==> src/rtl/scratch_stack_arbiter_pkg.sv <==
// Shared definitions for the scratch-stack controller: op codes, FSM states,
// default geometry.
package scratch_stack_arbiter_pkg;

    localparam int DEF_ADDR_W = 8;
    localparam int DEF_DATA_W = 32;

    typedef enum logic [1:0] {
        OP_PUSH  = 2'b00,
        OP_POP   = 2'b01,
        OP_PEEK  = 2'b10,
        OP_CLEAR = 2'b11
    } op_e;

    typedef enum logic [2:0] {
        ST_IDLE = 3'd0,
        ST_WR   = 3'd1,
        ST_RD   = 3'd2,
        ST_RDW  = 3'd3,
        ST_ACK  = 3'd4
    } state_e;

endpackage

==> src/rtl/scratch_stack_arbiter_rr_arbiter_2.sv <==
// Two-way round-robin arbiter. Grant is combinational and one-hot; the
// last-granted port is remembered so a tie goes to the other port.
module rr_arbiter_2 (
    input  logic       clk,
    input  logic       resetn,
    input  logic [1:0] i_req,
    input  logic       i_grant_en,
    output logic [1:0] o_grant
);

    logic r_last;   // 1 = port 1 was granted most recently

    // Pick a winner: lone requester wins, a tie goes to the port not granted last.
    always_comb begin
        // NOTE: every always_comb output gets a default first so no path can infer a latch.
        o_grant = 2'b00;
        if (i_req == 2'b11)
            o_grant = r_last ? 2'b01 : 2'b10;
        else
            o_grant = i_req;
    end

    // Remember who won, only when the parent actually commits a grant.
    always_ff @(posedge clk or negedge resetn) begin
        if (!resetn)
            r_last <= 1'b1;
        else if (i_grant_en && (|i_req))
            r_last <= o_grant[1];
    end

endmodule

==> src/rtl/scratch_stack_arbiter.sv <==
// Scratch-stack controller: owns the stack pointer, sequences the single-port
// registered-read RAM, and shares it between two req/ack requesters.
module scratch_stack_arbiter
    import scratch_stack_arbiter_pkg::*;
#(
    parameter int ADDR_W = DEF_ADDR_W,
    parameter int DATA_W = DEF_DATA_W
) (
    input  logic              clk,
    input  logic              resetn,
    input  logic              r0_req,
    input  logic [1:0]        r0_op,
    input  logic [DATA_W-1:0] r0_wdata,
    output logic              r0_ack,
    output logic [DATA_W-1:0] r0_rdata,
    output logic              r0_err,
    input  logic              r1_req,
    input  logic [1:0]        r1_op,
    input  logic [DATA_W-1:0] r1_wdata,
    output logic              r1_ack,
    output logic [DATA_W-1:0] r1_rdata,
    output logic              r1_err,
    output logic [ADDR_W-1:0] ram_addr,
    output logic              ram_wen,
    output logic [DATA_W-1:0] ram_wdata,
    input  logic [DATA_W-1:0] ram_rdata,
    output logic [ADDR_W:0]   depth,
    output logic              full,
    output logic              empty
);

    localparam logic [ADDR_W:0] DEPTH_MAX = (ADDR_W+1)'(1) << ADDR_W;

    state_e              r_state;
    logic                r_port;     // granted port for the transaction in flight
    op_e                 r_op;
    logic                r_err;
    logic [ADDR_W:0]     r_depth;
    logic [DATA_W-1:0]   r_rd_buf;   // read word parked until the ack edge

    logic [1:0]          w_grant;
    logic                w_grant_en;
    logic                w_sel;
    op_e                 w_op;
    logic [DATA_W-1:0]   w_wdata;
    logic                w_full;
    logic                w_empty;

    // No new grant while an ack is on the wire, so a requester dropping req
    // in response to ack is never mistaken for a fresh request.
    assign w_grant_en = (r_state == ST_IDLE) && !(r0_ack || r1_ack);
    assign w_sel      = w_grant[1];
    assign w_op       = w_grant[0] ? op_e'(r0_op) : op_e'(r1_op);
    assign w_wdata    = w_grant[0] ? r0_wdata : r1_wdata;

    assign w_full  = (r_depth == DEPTH_MAX);
    assign w_empty = (r_depth == '0);
    assign depth   = r_depth;
    assign full    = w_full;
    assign empty   = w_empty;

    rr_arbiter_2 u_arb (
        .clk        (clk),
        .resetn     (resetn),
        .i_req      ({r1_req, r0_req}),
        .i_grant_en (w_grant_en),
        .o_grant    (w_grant)
    );

    // Transaction FSM with all RAM drive and requester outputs registered.
    always_ff @(posedge clk or negedge resetn) begin
        if (!resetn) begin
            r_state   <= ST_IDLE;
            r_port    <= 1'b0;
            r_op      <= OP_PUSH;
            r_err     <= 1'b0;
            r_depth   <= '0;
            r_rd_buf  <= '0;
            ram_addr  <= '0;
            ram_wen   <= 1'b0;
            ram_wdata <= '0;
            r0_ack    <= 1'b0;
            r1_ack    <= 1'b0;
            r0_err    <= 1'b0;
            r1_err    <= 1'b0;
            r0_rdata  <= '0;
            r1_rdata  <= '0;
        end else begin
            // NOTE: non-blocking assignments throughout, so every register sees pre-edge values.
            r0_ack <= 1'b0;
            r1_ack <= 1'b0;
            r0_err <= 1'b0;
            r1_err <= 1'b0;

            unique case (r_state)
                ST_IDLE: begin
                    if (w_grant_en && (|w_grant)) begin
                        r_port <= w_sel;
                        r_op   <= w_op;
                        r_err  <= 1'b0;
                        unique case (w_op)
                            OP_PUSH: begin
                                if (w_full) begin
                                    r_err   <= 1'b1;
                                    r_state <= ST_ACK;
                                end else begin
                                    ram_addr  <= r_depth[ADDR_W-1:0];
                                    ram_wdata <= w_wdata;
                                    ram_wen   <= 1'b1;
                                    r_state   <= ST_WR;
                                end
                            end
                            OP_POP, OP_PEEK: begin
                                if (w_empty) begin
                                    r_err   <= 1'b1;
                                    r_state <= ST_ACK;
                                end else begin
                                    // Low bits wrap correctly even when depth is at its maximum.
                                    ram_addr <= r_depth[ADDR_W-1:0] - ADDR_W'(1);
                                    r_state  <= ST_RD;
                                end
                            end
                            OP_CLEAR: begin
                                r_depth <= '0;
                                r_state <= ST_ACK;
                            end
                            default: r_state <= ST_ACK;
                        endcase
                    end
                end
                ST_WR: begin
                    ram_wen <= 1'b0;
                    r_depth <= r_depth + (ADDR_W+1)'(1);
                    r_state <= ST_ACK;
                end
                ST_RD: begin
                    // RAM registers ram_addr on this edge; data appears next cycle.
                    r_state <= ST_RDW;
                end
                ST_RDW: begin
                    r_rd_buf <= ram_rdata;
                    if (r_op == OP_POP)
                        r_depth <= r_depth - (ADDR_W+1)'(1);
                    r_state <= ST_ACK;
                end
                ST_ACK: begin
                    if (r_port) begin
                        r1_ack <= 1'b1;
                        r1_err <= r_err;
                        if (!r_err && (r_op == OP_POP || r_op == OP_PEEK))
                            r1_rdata <= r_rd_buf;
                    end else begin
                        r0_ack <= 1'b1;
                        r0_err <= r_err;
                        if (!r_err && (r_op == OP_POP || r_op == OP_PEEK))
                            r0_rdata <= r_rd_buf;
                    end
                    r_state <= ST_IDLE;
                end
                default: r_state <= ST_IDLE;
            endcase
        end
    end

endmodule
==> config.mk <==
export PLATFORM = sky130hd
export DESIGN_NAME = scratch_stack_arbiter
export DESIGN_NICKNAME = d
export VERILOG_FILES = /design/src/rtl/scratch_stack_arbiter_pkg.sv /design/src/rtl/scratch_stack_arbiter_rr_arbiter_2.sv /design/src/rtl/scratch_stack_arbiter.sv
export SDC_FILE = /design/constraint.sdc
export NUM_CORES = 1
export LEC_CHECK = 0
export ABC_CLOCK_PERIOD_IN_PS = 8420
export CELL_PAD_IN_SITES_DETAIL_PLACEMENT = 2
export CELL_PAD_IN_SITES_GLOBAL_PLACEMENT = 2
export CORE_ASPECT_RATIO = 0.6
export CORE_MARGIN = 5
export CORE_UTILIZATION = 32
export CTS_CLUSTER_DIAMETER = 30
export CTS_CLUSTER_SIZE = 20
export DETAILED_ROUTE_END_ITERATION = 8
export HOLD_SLACK_MARGIN = 0.08
export PLACE_DENSITY = 0.94
export SLEW_MARGIN = 20
export SYNTH_ARGS = -nofsm -noshare
export SYNTH_HDL_FRONTEND = slang
export SYNTH_SLANG_ARGS = --single-unit
export TNS_END_PERCENT = 20
==> constraint.sdc <==
create_clock -name clk -period 8.42 [get_ports clk]
set_clock_uncertainty 0.05 [all_clocks]
set_input_delay 2.105 -clock clk [delete_from_list [all_inputs] [get_ports clk]]
set_output_delay 2.105 -clock clk [all_outputs]
set_load 0.02 [all_outputs]
# == Yosys cells after proc, flatten, opt, wreduce, memory -nomap -nowiden ==
# Index checks and enable logic that the tools add are counted.
# totals
regBits,158
latch_bits,0
ramBits,0
mem_bits_ro,0
input_bits,104
output_inout_bits,120
elab_cells,95
memories,0
# classes
addsub,3
multipliers,0
div_mod_pow,0
n_lt_le_gt_ge,0
eq_ne,18
shifts,0
n_mux,31
bitwise_logic,2
n_reduce_logical,25
# ops
operator,n
two-way mux 32 bit,1
two-way mux 9 bit,3
case mux 9 bit (3 select lines),1
case mux 3 bit (3 select lines),2
two-way mux 8 bit,2
case mux 8 bit (2 select lines),1
two-way mux 1 bit,13
AND reduction 4 bit,3
adder 9 x 1 -> 9 bit (second input constant),1
== test 9 bit (second input constant),1
logical NOT 9 bit,1
two-way mux 3 bit,3
subtractor 9 x 1 -> 9 bit (second input constant),1
== test 2 bit (second input constant),4
inequality test 2 bit (second input constant),4
OR reduction 2 bit,4
subtractor 8 x 1 -> 8 bit (second input constant),1
== test 3 x 2 -> 1 bit (second input constant),2
two-way mux 2 bit,3
inequality test 2 x 1 -> 1 bit (second input constant),3
AND reduction 3 bit,2
AND reduction 5 bit,1
== test 2 x 1 -> 1 bit (second input constant),2
logical AND 1 bit,4
11 further kinds,16

# == Depth between registers and ports, before layout ==
# Gate-level depths: netlist (run 1).
# logic_depth
depth_word,8
mapped_depth,11
mapped_depth_nobuf,9

# == Hierarchy ==
# A second synthesis (run 1) with hierarchy kept.
# hier_totals
hier_cells,481
area_unflattened_um2,7013.0
# by_module_without_submodules
mod,n_inst,cells_each,area_per_inst_um2,seq_area_each_um2
scratch_stack_arbiter,1,475,6956.7,3928.8
rr_arbiter_2,1,6,56.3,26.3

# == Worst setup path before layout (run 1) ==
# No wires, ideal clock.
# synth_path
path_kind,input to register
start,in r1_req
end,reg ram_addr[6]
setup_time_ps,73
t_arrival_ps,4194
required_ps,8297
setup_slack_ps,4103
cell_stages,11
n_path_buf,3
cell_sequence,inv_1 > o21ai_0 > buf_2 > mux2i_1 > ha_1 > buf_6 > mux2_4 > a2111oi_4 > buf_6 > nor2_1 > a21oi_2
# synth_between
elab_chain_cells,7
elab_cells_between_ends,14
classes_between,5 x eq/ne; 3 x mux; 6 x reduce/logical
# synth_lines
item,line,text
"start, declared",scratch_stack_arbiter.sv:17,"input logic r1_req,"
== test 2 bit,scratch_stack_arbiter_rr_arbiter_2.sv:17,if (i_req == 2'b11)
two-way mux 2 bit *,scratch_stack_arbiter_rr_arbiter_2.sv:17,
two-way mux 2 bit,scratch_stack_arbiter.sv:53,assign w_op = w_grant[0] ? op_e'(r0_op) : op_e'(r1_op);
== test 2 x 1 -> 1 bit / == test 2 bit (equally long branches),scratch_stack_arbiter.sv:101,unique case (w_op)
OR reduction 2 bit,scratch_stack_arbiter.sv:101,
inequality test 2 bit (no source line) / nonzero test 2 bit (equally long branches),-,
AND reduction 5 bit (no source line),-,
"end signal, assigned",scratch_stack_arbiter.sv:107,ram_addr <= r_depth[ADDR_W-1:0];
"end signal, assigned",scratch_stack_arbiter.sv:119,ram_addr <= r_depth[ADDR_W-1:0] - ADDR_W'(1);
"end, declared",scratch_stack_arbiter.sv:23,"output logic [ADDR_W-1:0] ram_addr,"
# Mark *: on every way between the ends. The rest lies on a longest branch, timed or not.
# A chain may end at the register's enable or synchronous reset.

# == Worst setup path after layout (run 1) ==
# layout_path
start,in r1_req
end,reg ram_addr[1]
# Same word-level chain as after synthesis.

==> results of run 1 <==
[Yosys cell counts (all sizes together)]
library cell | instances | share of area [%]
o21bai | 1 | 0.11
buf | 25 | 2.7
mux2 | 98 | 16
or2 | 1 | 0.091
ha | 12 | 2.2
nor3 | 3 | 0.22
a211o | 1 | 0.13
clkbuf | 1 | 0.054
dfstp | 1 | 0.38
and3 | 2 | 0.25
xor2 | 7 | 0.89
nand4 | 2 | 0.18
nor2 | 51 | 2.8
o31ai | 2 | 0.22
dfrtp | 157 | 57
a41oi | 2 | 0.25
nand3 | 5 | 0.36
a211oi | 2 | 0.22
a21boi | 1 | 0.11
a31oi | 2 | 0.18
fa | 1 | 0.29
a221oi | 1 | 0.13
a311oi | 1 | 0.13
and4 | 3 | 0.38
and2 | 4 | 0.36
nor4 | 1 | 0.31
xnor2 | 6 | 0.76
o21ai | 11 | 0.85
nand2b | 1 | 0.091
mux2i | 36 | 5.2
nor3b | 2 | 0.22
nand2 | 22 | 1.2
o22ai | 1 | 0.091
inv | 14 | 0.76
nor4b | 2 | 0.47
a21oi | 48 | 3.6
a2111oi | 2 | 0.53
nor2b | 1 | 0.091
a21o | 1 | 0.11
o311ai | 1 | 0.13
[logic make-up (layout without fill, tap and decap cells)]
kind of cell / after synthesis / after routing / share of synthesized area (%)
compound gates: 77 / 77 / 6.762
xor+xnor: 13 / 13 / 1.650
fa+ha+maj: 13 / 13 / 2.466
buf+inv: 40 / 276 / 3.481
flops: 158 / 158 / 57.31
mux: 134 / 134 / 21.27
simple gates: 100 / 100 / 7.070
[per-layer routing]
layer	wire [um]	up-vias	track usage [%]	part of all wire, %
met1	10360	2621	24.51	41
met2	12050	172	34.65	48
met5	0	-	0	0
met3	2350	17	9.516	9.4
met4	223	0	4.241	0.89
li1	-	2331	-	-
[state kept, by name, summed over array words and instances (netlist names)]
name          cells
r1_rdata         32
r_op              2
r0_rdata         32
r0_ack            1
r_rd_buf         32
u_arb.r_last      1
ram_wdata        32
r_err             1
r1_ack            1
r0_err            1
r1_err            1
depth             9
r_state           3
ram_addr          8
r_port            1
ram_wen           1
[layout make-up]
class / count / area [sq um]
fillers: 2079 / 11210
clock inverters: 9 / 76.32
repair buffers: 230 / 2286
flip-flops and latches: 158 / 3955
inverters: 14 / 52.55
well taps: 279 / 349.1
clock buffers: 23 / 478.0
multi-input cells: 337 / 2724
[per-stage QoR]
step                total power (uW)  util [%]  cell area (sq um)
finish                          3920     46.94               9921
global route                    4154     46.94               9921
CTS                             3973     46.94               9921
detailed placement              3152     44.32               9366
global placement                3033     44.32               9366
floorplan                       2281         -               6902
[power by group through the flow]
stage                     sequential (uW)  clock (uW)  combinational [uW]
after floorplan                      1590           0                 693
after global placement               1340           0                1700
after detailed placement             1380           0                1770
after CTS                            1390         769                1810
after global routing                 1430         805                1910
final                                1390         746                1790
[worst max path at each step]
stage                                    to  slack, ns  cells after the start
floorplan           ram_addr[6]$_DFFE_PN0P_       4.10                     11
global placement    ram_addr[6]$_DFFE_PN0P_       2.93                     10
detailed placement  ram_addr[6]$_DFFE_PN0P_       2.76                     10
CTS                 ram_addr[1]$_DFFE_PN0P_       3.13                     10
global route        ram_addr[1]$_DFFE_PN0P_       2.88                     10
finish              ram_addr[1]$_DFFE_PN0P_       3.11                     10
==> run summary, run 1 <==
R2R Path End -> ram_addr[1]$_DFFE_PN0P_
Skew-Pair Late Insertion Delay -> 0.43 ns
Clock Pin Slew Worst Setup and Hold Paths -> 0.07 ns
switching power -> 1565 uW
first-pass GRT wire length -> 38.09 mm
Seq pwr share -> 35.4%
Hold EP -> r1_rdata[9]$_DFFE_PN0P_
setup TNS -> 0 ns
CTS tree -> done
post-synthesis sequential area ratio -> 57.31%
Avg Inst Size Synth -> 12.90 sq um
Critical Path End Type -> register
RSZ-0062 raised after global routing -> false
flop2flop setup slack -> 4.95 ns
total grt overflow -> 0
type of the worst setup path -> in -> reg
synth-to-layout area growth -> 43.75%
dpl hpwl -> 17.45 mm
buffers and inverters on the worst path -> 3
Worst Setup SP -> r1_req
drt first pass iters -> 4
All-Layer GR Usage -> 20.59%
Worst-Margin Slew -> 0.8799 ns
vias per inst -> 4.896
Die X -> 199.6 um
antenna violations before repair -> 0
Syn Nets -> 652
power share of the clock group -> 19.0%
Worst EP required -> 8.71 ns
largest net degree at the start of global routing -> 68
hold_sp -> r1_rdata[9]$_DFFE_PN0P_
status -> finished, final reports clean
maximum buffer depth of the clock tree -> 2
Place WS -> 2.761 ns
most common cell after layout, fill and taps aside -> clkdlybuf4s50_1
layout cells sized above 1 -> 19.07%
CP max stage cell -> a2111oi_4
CTS Hold Bufs -> 0
Root Buffer -> clkbuf_16
Avg WL per Cell -> 23.80 um
Slew HR -> 41.34%
Final GP Congestion -> 0.7512
row cnt -> 41
nets -> 875
VDD IR max -> 185.0 uV
clock sink total -> 158
switching share of power -> 39.94%
Comb pwr share -> 45.6%
crit share post-route -> 63.08%
Layout Cells excl Fill -> 1050
worst hold path type -> reg -> reg
I/O pin cnt -> 224
Max Freq -> 0.1883 GHz
n_diodes -> 0
vias in the first global route -> 6086
Starting DRT DRC Count -> 144
die area -> 24700 sq um
Placeable Area -> 21140 sq um
# Post-CTS Setup Buffers -> 0
Pwr Density -> 395.1 nW/um^2
Post-Synthesis Cells -> 535
vias -> 5141
crit-path cells -> clkdlybuf4s50_1 > inv_1 > o21ai_4 > buf_4 > mux2i_1 > ha_1 > mux2_4 > a2111oi_4 > nor2_1 > a21oi_1
H-tree levels -> 4
die height -> 123.8 um
hold slack final -> 0.4636 ns
DRC viols -> 0
Placed Cells -> 1018
input/output buffers -> 223
cts bufs inserted -> 17
CP Max Fanout -> 34
synth warn -> 0
Hold Path Depth -> 1
max cap viols -> 0
Fin. Hold Viols -> 0
starting density of the core -> 32.65%
CP Data Arrival Time -> 5.60 ns
Slew Limit Fails -> 0
LEAKAGE -> 0.004374 uW
R2R cell count -> 8
Yosys reg bits -> 158
final worst slack -> 3.109 ns
Worst path max stage delay -> 0.84 ns
internal power -> 2354 uW
count of cell types in the netlist -> 49
minimum clock period after layout -> 5.311 ns
CP top delay family -> compound AO/OA/AOI/OAI gates
launching point of the worst reg2reg path -> u_arb.r_last$_DFFE_PN1P_
Routed WL -> 24.99 mm
commonest non-fill, non-tap cells in the layout -> 222 x clkdlybuf4s50_1, 157 x dfrtp_1, 97 x mux2_2
antenna viol nets, final -> 0
Final setup viols -> 0
Critical Path Start Type -> input port
post-cts gate resize count -> 0
post-synthesis cell area -> 6902 sq um
No activity file was read; power rests on OpenSTA's default activity.
==> inputs of run 2 (changes only) <==
--- a/config.mk
+++ b/config.mk
@@ -5,17 +5,17 @@
 export SDC_FILE = /design/constraint.sdc
 export NUM_CORES = 1
 export LEC_CHECK = 0
-export ABC_CLOCK_PERIOD_IN_PS = 8420
+export ABC_CLOCK_PERIOD_IN_PS = 4770
 export CELL_PAD_IN_SITES_DETAIL_PLACEMENT = 2
 export CELL_PAD_IN_SITES_GLOBAL_PLACEMENT = 2
 export CORE_ASPECT_RATIO = 0.6
 export CORE_MARGIN = 5
-export CORE_UTILIZATION = 32
+export CORE_UTILIZATION = 27
 export CTS_CLUSTER_DIAMETER = 30
 export CTS_CLUSTER_SIZE = 20
 export DETAILED_ROUTE_END_ITERATION = 8
 export HOLD_SLACK_MARGIN = 0.08
-export PLACE_DENSITY = 0.94
+export PLACE_DENSITY = 0.86
 export SLEW_MARGIN = 20
 export SYNTH_ARGS = -nofsm -noshare
 export SYNTH_HDL_FRONTEND = slang
==> constraint.sdc (replaced) <==
create_clock -name clk -period 4.77 [get_ports clk]
set_clock_uncertainty 0.05 [all_clocks]
set_input_delay 1.1925 -clock clk [delete_from_list [all_inputs] [get_ports clk]]
set_output_delay 1.1925 -clock clk [all_outputs]
set_load 0.02 [all_outputs]
==> run summary, run 2 (same netlist as run 1, synthesis figures left out) <==
H-tree levels -> 4 (unchanged)
die height -> 133.8 um (+8.1%)
R2R Path End -> depth[8]$_DFFE_PN0P_
layout cells sized above 1 -> 19.17% (+0.10 points)
crit share post-route -> 75.76%
antenna viol nets, final -> 0 (unchanged)
Critical Path End Type -> output pin
antenna violations before repair -> 1 (+1)
most common cell after layout, fill and taps aside -> clkdlybuf4s50_1
type of the worst setup path -> reg -> out
final core occ -> 39.63% (-7.3 points)
synth-to-layout area growth -> 44.83%
final worst slack -> 1.156 ns (-1.952 ns)
die area -> 28960 sq um (+17%)
Placed Area -> 9437 sq um (+0.75%)
worst hold path type -> reg -> reg
RSZ-0062 raised after global routing -> false
status -> finished, final reports clean
Skew-Pair Late Insertion Delay -> 0.43 ns (about the same)
Hold EP -> r0_rdata[26]$_DFFE_PN0P_
Placed Cells -> 1069 (+5.0%)
setup TNS -> 0 ns (unchanged)
Max Freq -> 0.2767 GHz
dpl hpwl -> 16.19 mm (-7.2%)
flop2flop setup slack -> 1.65 ns (-3.30 ns)
All-Layer GR Usage -> 15.49% (-5.1 points)
Root Buffer -> clkbuf_16
Worst-Margin Slew -> 0.8859 ns (+0.006028 ns)
total grt overflow -> 0 (unchanged)
input/output buffers -> 223 (unchanged)
CTS Hold Bufs -> 0 (unchanged)
nets -> 876 (+0.11%)
n_diodes -> 0 (unchanged)
maximum buffer depth of the clock tree -> 2 (unchanged)
Fin. Hold Viols -> 0 (unchanged)
Die X -> 216.4 um (+8.4%)
DRC viols -> 0 (unchanged)
VDD IR max -> 322.5 uV (+74%)
Layout Cells excl Fill -> 1101 (+4.9%)
Slew Limit Fails -> 0 (unchanged)
minimum clock period after layout -> 3.614 ns
starting density of the core -> 27.36% (-5.3 points)
Final GP Congestion -> 0.7366 (-1.9%)
drt first pass iters -> 4 (unchanged)
commonest non-fill, non-tap cells in the layout -> 222 x clkdlybuf4s50_1, 157 x dfrtp_1, 97 x mux2_2
first-pass GRT wire length -> 34.82 mm (-8.6%)
hold_sp -> r0_rdata[26]$_DFFE_PN0P_
vias per inst -> 4.556 (-7.0%)
launching point of the worst reg2reg path -> r_state[0]$_DFFE_PN0P_
Place WS -> 0.8147 ns (-1.947 ns)
row cnt -> 45 (+9.8%)
I/O pin cnt -> 224 (unchanged)
CP Max Fanout -> 6 (-82%)
Placeable Area -> 25220 sq um (+19%)
vias in the first global route -> 5810 (-4.5%)
Hold Path Depth -> 1 (unchanged)
cts bufs inserted -> 17 (unchanged)
# Post-CTS Setup Buffers -> 0 (unchanged)
post-cts gate resize count -> 0 (unchanged)
R2R cell count -> 8 (unchanged)
Critical Path Start Type -> register
fin area -> 9996 sq um (+0.76%)
fillers -> 2582 (+24%)
Slew HR -> 40.94% (-0.40 points)
Pwr Density -> 676.7 nW/um^2 (+71%)
Starting DRT DRC Count -> 152 (+5.6%)
LEAKAGE -> 0.004381 uW (+0.16%)
vias -> 5016 (-2.4%)
Avg WL per Cell -> 19.97 um (-16%)
largest net degree at the start of global routing -> 95 (+40%)
Clock Pin Slew Worst Setup and Hold Paths -> 0.06 ns (about the same)
clock sink total -> 158 (unchanged)
Routed WL -> 21.98 mm (-12%)
Worst EP required -> 3.53 ns (-5.18 ns)
Final setup viols -> 0 (unchanged)
CP Data Arrival Time -> 2.37 ns (-3.23 ns)
max cap viols -> 0 (unchanged)
CTS tree -> done
run 2: cell count changes in the layout (fill, tap and decap cells not counted), sizes merged:
cell / change
buf: +1
bufinv: +1
clkbuf: -2
clkinv: +2
inv: -1
run 2: worst max path at each step:
| stage | from | end |
|---|---|---|
| floorplan | r1_req | ram_addr[6]$_DFFE_PN0P_ |
| global placement | r1_req | ram_addr[5]$_DFFE_PN0P_ |
| detailed placement | r1_req | ram_addr[3]$_DFFE_PN0P_ |
| CTS | depth[5]$_DFFE_PN0P_ | full |
| global route | depth[5]$_DFFE_PN0P_ | full |
| finish | depth[5]$_DFFE_PN0P_ | full |
run 2: stage by stage:
step / hold WS [ns] / power (uW)
detailed placement: 0.4443 / 5505
global placement: 0.4362 / 5353
floorplan: 0.4154 / 4027
finish: 0.4582 / 6764
CTS: 0.4623 / 6890
global route: 0.4780 / 7210
run 2: power breakdown:
group	internal, uW	leakage (uW)	switching, uW	total (uW)
logic	1490	0.00218	1570	3060
registers	1940	0.00194	438	2380
clock network	737	0.000261	580	1320
total	4180	0.00438	2590	6760
run 2: worst max-delay path, cell delays in order (launching register included):
cell,delay (ns)
dfrtp_1,0.49
nor4_4,0.37
nand4_1,0.33
inv_1,0.12
clkdlybuf4s50_1,0.63
run 2: final cells by class:
type | count | area [sq um] | share of cell area, %
Multi-Input combinational cell | 337 | 2724 | 27.25
Clock inverter | 11 | 108.9 | 1.089
Tap cell | 329 | 411.6 | 4.118
Clock buffer | 21 | 450.4 | 4.506
Inverter | 14 | 52.55 | 0.5257
Timing Repair Buffer | 231 | 2293 | 22.94
Sequential cell | 158 | 3955 | 39.57
run 2: routing by layer:
metal / global-route usage (%) / vias up / part of all wire, %
li1: - / 2320 / -
met1: 18.73 / 2531 / 43
met2: 24.65 / 148 / 46
met3: 8.189 / 15 / 10
met4: 3.706 / 2 / 0.86
met5: 0 / - / 0.032
